$ cat config.mk
export PLATFORM = sky130hd
export DESIGN_NAME = id_ex_stage
export DESIGN_NICKNAME = d
export VERILOG_FILES = /design/src/rtl/id_ex_stage.sv
export SDC_FILE = /design/constraint.sdc
export NUM_CORES = 1
export LEC_CHECK = 0
export CAP_MARGIN = 20
export CORE_AREA = 2 2 172 174
export CTS_CLUSTER_SIZE = 25
export DETAILED_ROUTE_END_ITERATION = 10
export DIE_AREA = 0 0 174 176
export HOLD_SLACK_MARGIN = 0.15
export PLACE_DENSITY = 0.55
export SETUP_SLACK_MARGIN = 0.5
export SYNTH_ARGS = -nofsm -noshare
export SYNTH_HDL_FRONTEND = slang
export SYNTH_SLANG_ARGS = --single-unit
$ cat constraint.sdc
create_clock -name clk -period 4.63 [get_ports clk]
set_clock_uncertainty 0.2 [all_clocks]
set_input_delay 0.463 -clock clk [delete_from_list [all_inputs] [get_ports clk]]
set_output_delay 0.463 -clock clk [all_outputs]
set_load 0.1 [all_outputs]
$ cat src/rtl/id_ex_stage.sv
// ID/EX pipeline register with bubble insertion, register-file write bypass,
// EX operand forwarding and stall/bubble statistics.
module id_ex_stage (
    input  logic        clk,
    input  logic        reset,
    input  logic        id_valid,
    input  logic        id_reg_write,
    input  logic        id_mem_read,
    input  logic        id_mem_write,
    input  logic [4:0]  id_rs1,
    input  logic [4:0]  id_rs2,
    input  logic [4:0]  id_rd,
    input  logic [31:0] id_pc,
    input  logic [31:0] id_imm,
    input  logic [31:0] id_rs1_data,
    input  logic [31:0] id_rs2_data,
    input  logic [3:0]  id_alu_op,
    input  logic        wb_we,
    input  logic [4:0]  wb_rd,
    input  logic [31:0] wb_data,
    input  logic        hazard_stall,
    input  logic        hazard_flush,
    input  logic [1:0]  hazard_forwardA,
    input  logic [1:0]  hazard_forwardB,
    input  logic [31:0] ex_mem_result,
    input  logic [31:0] mem_wb_result,
    output logic [4:0]  ID_EX_Rs1,
    output logic [4:0]  ID_EX_Rs2,
    output logic [4:0]  ID_EX_Rd,
    output logic        ex_valid,
    output logic        ex_reg_write,
    output logic        ex_mem_read,
    output logic        ex_mem_write,
    output logic [31:0] ex_pc,
    output logic [31:0] ex_imm,
    output logic [31:0] ex_op_a,
    output logic [31:0] ex_op_b,
    output logic [3:0]  ex_alu_op,
    output logic        id_ready,
    output logic [1:0]  stage_state,
    output logic [3:0]  stall_cnt,
    output logic        stall_long,
    output logic [15:0] bubble_cnt
);

    typedef enum logic [1:0] {
        RUN   = 2'b00,
        STALL = 2'b01,
        FLUSH = 2'b10
    } state_e;

    state_e      state_q, state_d;
    logic [4:0]  rs1_q, rs1_d, rs2_q, rs2_d, rd_q, rd_d;
    logic        valid_q, valid_d, reg_write_q, reg_write_d;
    logic        mem_read_q, mem_read_d, mem_write_q, mem_write_d;
    logic [31:0] pc_q, pc_d, imm_q, imm_d;
    logic [31:0] rs1_data_q, rs1_data_d, rs2_data_q, rs2_data_d;
    logic [3:0]  alu_op_q, alu_op_d;
    logic [3:0]  stall_cnt_q, stall_cnt_d;
    logic        stall_long_q, stall_long_d;
    logic [15:0] bubble_cnt_q, bubble_cnt_d;

    function automatic logic [3:0] sat_inc4(input logic [3:0] v);
        return (v == 4'hF) ? v : v + 4'd1;
    endfunction

    // A write landing in the register file this cycle is not yet visible on the read port.
    function automatic logic [31:0] wb_bypass(input logic [4:0] rs, input logic [31:0] rf_data,
                                              input logic we, input logic [4:0] rd,
                                              input logic [31:0] wdata);
        return (we && rd != 5'd0 && rd == rs) ? wdata : rf_data;
    endfunction

    function automatic logic [31:0] fwd_sel(input logic [1:0] sel, input logic [31:0] captured,
                                            input logic [31:0] exm, input logic [31:0] mwb);
        case (sel)
            2'b10:   return exm;
            2'b01:   return mwb;
            default: return captured;
        endcase
    endfunction

    always_comb begin
        state_d = RUN;
        if (hazard_flush)
            state_d = FLUSH;
        else if (hazard_stall)
            state_d = STALL;
    end

    always_comb begin
        rs1_d        = 5'd0;
        rs2_d        = 5'd0;
        rd_d         = 5'd0;
        valid_d      = 1'b0;
        reg_write_d  = 1'b0;
        mem_read_d   = 1'b0;
        mem_write_d  = 1'b0;
        pc_d         = 32'd0;
        imm_d        = 32'd0;
        rs1_data_d   = 32'd0;
        rs2_data_d   = 32'd0;
        alu_op_d     = 4'd0;
        stall_cnt_d  = 4'd0;
        bubble_cnt_d = bubble_cnt_q;
        if (state_d == RUN) begin
            rs1_d       = id_rs1;
            rs2_d       = id_rs2;
            rd_d        = id_rd;
            valid_d     = id_valid;
            reg_write_d = id_valid & id_reg_write;
            mem_read_d  = id_valid & id_mem_read;
            mem_write_d = id_valid & id_mem_write;
            pc_d        = id_pc;
            imm_d       = id_imm;
            rs1_data_d  = wb_bypass(id_rs1, id_rs1_data, wb_we, wb_rd, wb_data);
            rs2_data_d  = wb_bypass(id_rs2, id_rs2_data, wb_we, wb_rd, wb_data);
            alu_op_d    = id_alu_op;
        end else begin
            bubble_cnt_d = bubble_cnt_q + 16'd1;
        end
        if (state_d == STALL)
            stall_cnt_d = sat_inc4(stall_cnt_q);
        stall_long_d = (stall_cnt_d >= 4'd8);
    end

    always_ff @(posedge clk) begin
        if (reset) begin
            state_q      <= RUN;
            rs1_q        <= 5'd0;
            rs2_q        <= 5'd0;
            rd_q         <= 5'd0;
            valid_q      <= 1'b0;
            reg_write_q  <= 1'b0;
            mem_read_q   <= 1'b0;
            mem_write_q  <= 1'b0;
            pc_q         <= 32'd0;
            imm_q        <= 32'd0;
            rs1_data_q   <= 32'd0;
            rs2_data_q   <= 32'd0;
            alu_op_q     <= 4'd0;
            stall_cnt_q  <= 4'd0;
            stall_long_q <= 1'b0;
            bubble_cnt_q <= 16'd0;
        end else begin
            state_q      <= state_d;
            rs1_q        <= rs1_d;
            rs2_q        <= rs2_d;
            rd_q         <= rd_d;
            valid_q      <= valid_d;
            reg_write_q  <= reg_write_d;
            mem_read_q   <= mem_read_d;
            mem_write_q  <= mem_write_d;
            pc_q         <= pc_d;
            imm_q        <= imm_d;
            rs1_data_q   <= rs1_data_d;
            rs2_data_q   <= rs2_data_d;
            alu_op_q     <= alu_op_d;
            stall_cnt_q  <= stall_cnt_d;
            stall_long_q <= stall_long_d;
            bubble_cnt_q <= bubble_cnt_d;
        end
    end

    assign id_ready     = ~hazard_stall | hazard_flush;
    assign stage_state  = state_q;
    assign ID_EX_Rs1    = rs1_q;
    assign ID_EX_Rs2    = rs2_q;
    assign ID_EX_Rd     = rd_q;
    assign ex_valid     = valid_q;
    assign ex_reg_write = reg_write_q;
    assign ex_mem_read  = mem_read_q;
    assign ex_mem_write = mem_write_q;
    assign ex_pc        = pc_q;
    assign ex_imm       = imm_q;
    assign ex_alu_op    = alu_op_q;
    assign ex_op_a      = fwd_sel(hazard_forwardA, rs1_data_q, ex_mem_result, mem_wb_result);
    assign ex_op_b      = fwd_sel(hazard_forwardB, rs2_data_q, ex_mem_result, mem_wb_result);
    assign stall_cnt    = stall_cnt_q;
    assign stall_long   = stall_long_q;
    assign bubble_cnt   = bubble_cnt_q;

endmodule

==> impl_summary.txt <==
----------------------------------------------------
[Worst setup path]
  Critical path type ... in -> out
  Category of the worst setup path launch point ... input pin
  Type of destination of the critical path ... primary output
  Required time at the worst-slack endpoint ... 3.97 ns
  Top fanout value on the critical path ... 20
  Arrival time of the worst setup path ... 2.63 ns

[Power]
  Static leakage ... 4.68 nW
  Int Pwr ... 2.67 mW
  Switch Pwr ... 1.34 mW
  Pwr per Cell Area ... 332 nW/µm²
  Relative contribution of the clock network to total power ... 35.6%
  Proportion of power drawn by flip-flops and latches ... 38.5%
  Worst IR Drop VDD ... 169 µV
  Design Power ... 4.01 mW
  Switching share of power ... 33.4%
  Combinational share of power ... 25.9%

[CTS]
  Total of cells resized after clock tree synthesis ... 0
  CTS clk-pin slew, worst paths ... 0.06 ns
  Clock latency at the later pin of the worst-skew pair ... 0.42 ns
  Number of sinks driven by the clock tree ... 173
  Cell at the root of the clock tree ... clkbuf_16
  Number of buffers added to fix hold violations after cts ... 0
  Post-CTS setup buffer count ... 0
  Maximum buffer depth of the clock tree ... 2
  CTS H-tree depth ... 4
  Number of buffers created by CTS ... 17
  CTS tree ... built

[Logic synthesis]
  Top cell types by occurrence after synthesis ... dfxtp_1 (173), nand2_1 (164), and2_1 (84)
  Proportion of netlist area held by the largest area contributor ... 49.2%
  Number of nets produced by synthesis ... 1043
  Largest area contributor in the synthesized netlist ... dfxtp_1
  Number of synthesis warnings ... 0
  Share of flip-flops with an asynchronous set or reset after synthesis ... 0%
  Number of flip-flops and latches in the synthesized netlist ... 173
  Number of enable flip-flop cells after synthesis ... 0
  Synth top area cells ... dfxtp_1 (49%), mux2i_1 (9.2%), nand2_1 (8.7%)
  Synthesized cell area ... 7040 µm²
  Post-synthesis cell type count ... 39
  Post-synthesis area per instance ... 9.07 µm²
  Most instantiated library cell after synthesis ... dfxtp_1
  Count of mapped cells out of synthesis ... 776
  Sequential-to-total area share from yosys stat ... 49.2%
  Most common flop cell mapped by yosys ... dfxtp_1

[Finish]
  Area Growth Syn to Fin ... 71.5%
  Fill cell instance count of the final layout ... 2846
  Nets ... 1446
  Fraction of final layout cells with drive strength greater than 1 ... 9.15%
  Antenna diode count ... 0

[Die]
  Effective utilization at floorplan ... 24.7%
  DIE HEIGHT ... 176 µm
  Die outline area ... 30600 µm²
  Horiz. Die Dim ... 174 µm
  Floorplan Core Area ... 28500 µm²
  Number of top-level pins ... 436
  Standard-cell rows ... 62

[Placed design]
  Detailed placer's ending HPWL ... 20.6 mm
  PortBufs ... 435
  Final Wtd Congestion ... 0.851

[GRT]
  GRT Residual Overflow ... 0
  Initial antenna violation count ... 0
  Vias in the first global route ... 6971
  Total routing resource utilization after global routing ... 17.5%
  Pin count of the biggest net entering global routing ... 165
  Global-route wire length before repair ... 41.1 mm

[Drt]
  First drt pass iteration count ... 5
  Routed wire length per instance ... 17.3 µm
  Antenna-violating nets left ... 0
  # DRC ... 0
  Initial drt markers ... 339
  Routed via count divided by cell count ... 4.36
  Overall routed net length ... 27.3 mm
  Vias ... 6871

[Flow run]
  Maximum Capacitance Violations ... 0

[Timing]
  Final count of hold timing violations ... 0
  Post-route clock period utilization ... 71.1%
  Timing-limited maximum frequency ... 0.304 GHz
  Count of endpoints failing setup in the final report ... 0
  Headroom to the max-slew limit ... 29.7%
  Minimum clock period ... 3.29 ns
  Actual slew at the worst max-slew pin ... 1.05 ns
  Setup total negative slack ... 0 ns
  RSZ-0062 raised after global routing ... false
  Max-slew violation total from the final report ... 0

[Outcome]
  Status ... complete, no violations

[Hold path]
  Worst hold path class ... reg -> reg

----------------------------------------------------
## worst max-delay path, cell delays in order
cell and delay (ns):
clkdlybuf4s50_1 0.48, ha_1 0.59, buf_4 0.39, a22oi_1 0.13, o21ai_0 0.22, buf_4 0.33
## routing by layer
layer  vias to the layer above  global-route usage, %  part of all wire, %
li1                       3426                      -                    -
met2                       339                   29.2                   46
met1                      3073                   20.4                   41
met4                         0                   6.06                  2.4
met5                         -                      0                    0
met3                        33                   7.06                   10
## layout by cell type (no fill, tap or decap), types with 2 or more instances in the layout
cell type and count:
nand3_1 6, clkinvlp_4 2, nand2_1 164, inv_6 2, nor4_1 3, bufinv_16 2
xnor2_1 13, o21ai_0 67, ha_1 4, nor2b_1 2, and3_1 3, clkdlybuf4s50_1 371
clkinv_2 3, buf_4 70, a21oi_1 3, nor3_1 5, clkbuf_16 17, inv_1 8
a22oi_1 64, xor2_1 10, dfxtp_1 173, ha_2 2, and2_1 84, nor2_1 19
mux2i_1 65, clkinv_4 4, nand4_1 7
## metrics by stage
step	std cells	util, %	area [µm²]	hold slack, ns	setup slack (ns)
after floorplan	776	-	7040	0.385	0.717
after global placement	1544	40.3	11500	0.300	1.35
after detailed placement	1544	40.3	11500	0.319	1.35
after CTS	1575	42.3	12100	0.328	1.35
after global routing	1575	42.3	12100	0.359	1.20
final	1575	42.3	12100	0.323	1.34
## cell type report
type / count / area [µm²] / area share, %
clock buffer: 18 / 429 / 3.55
inverter: 8 / 30.0 / 0.249
timing repair buffer: 442 / 4260 / 35.3
sequential: 173 / 3460 / 28.7
clock inverter: 13 / 143 / 1.18
tap: 384 / 480 / 3.98
multi-input combinational: 537 / 3270 / 27.1
## sequential cells by signal (all words and copies together) (netlist names)
name and count:
ex_pc 32, ID_EX_Rd 5, bubble_cnt 16, stage_state 2
ex_mem_write 1, ex_alu_op 4, ex_mem_read 1, ex_imm 32
ex_valid 1, ID_EX_Rs1 5, rs1_data_q 32, stall_cnt 4
ex_reg_write 1, rs2_data_q 32, ID_EX_Rs2 5
## cells by family after synthesis
logic type,synth area share (%)
xor gates and xnor gates,2.86
buffers and inverters,4.46
and+or+nand+nor,20.4
muxes,9.40
adders and majority gates,1.07
DFF,49.2
AOI/OAI and AO/OA,12.7
## power by group through the flow
| stage | Combinational [mW] | Sequential [mW] | Clock, mW |
|---|---|---|---|
| 6_report | 1.04 | 1.54 | 1.43 |
| 5_1_grt | 1.08 | 1.55 | 1.54 |
| 3_3_place_gp | 1.04 | 1.58 | 0 |
| 3_5_place_dp | 1.04 | 1.58 | 0 |
| 4_1_cts | 1.05 | 1.54 | 1.48 |
| 2_1_floorplan | 0.476 | 1.75 | 0 |
## path summary, 6_finish.rpt
kind	startpoint	endpoint	slack [ns]	cells after the start
setup / recovery	hazard_forwardB[0]	ex_op_b[26]	1.34	6
hold / removal	bubble_cnt[1]	bubble_cnt[1]	0.32	2
setup reg to reg	bubble_cnt[0]	bubble_cnt[14]	2.83	5
hold reg to reg	bubble_cnt[1]	bubble_cnt[1]	0.32	2
(Power assumes the default switching activity.)
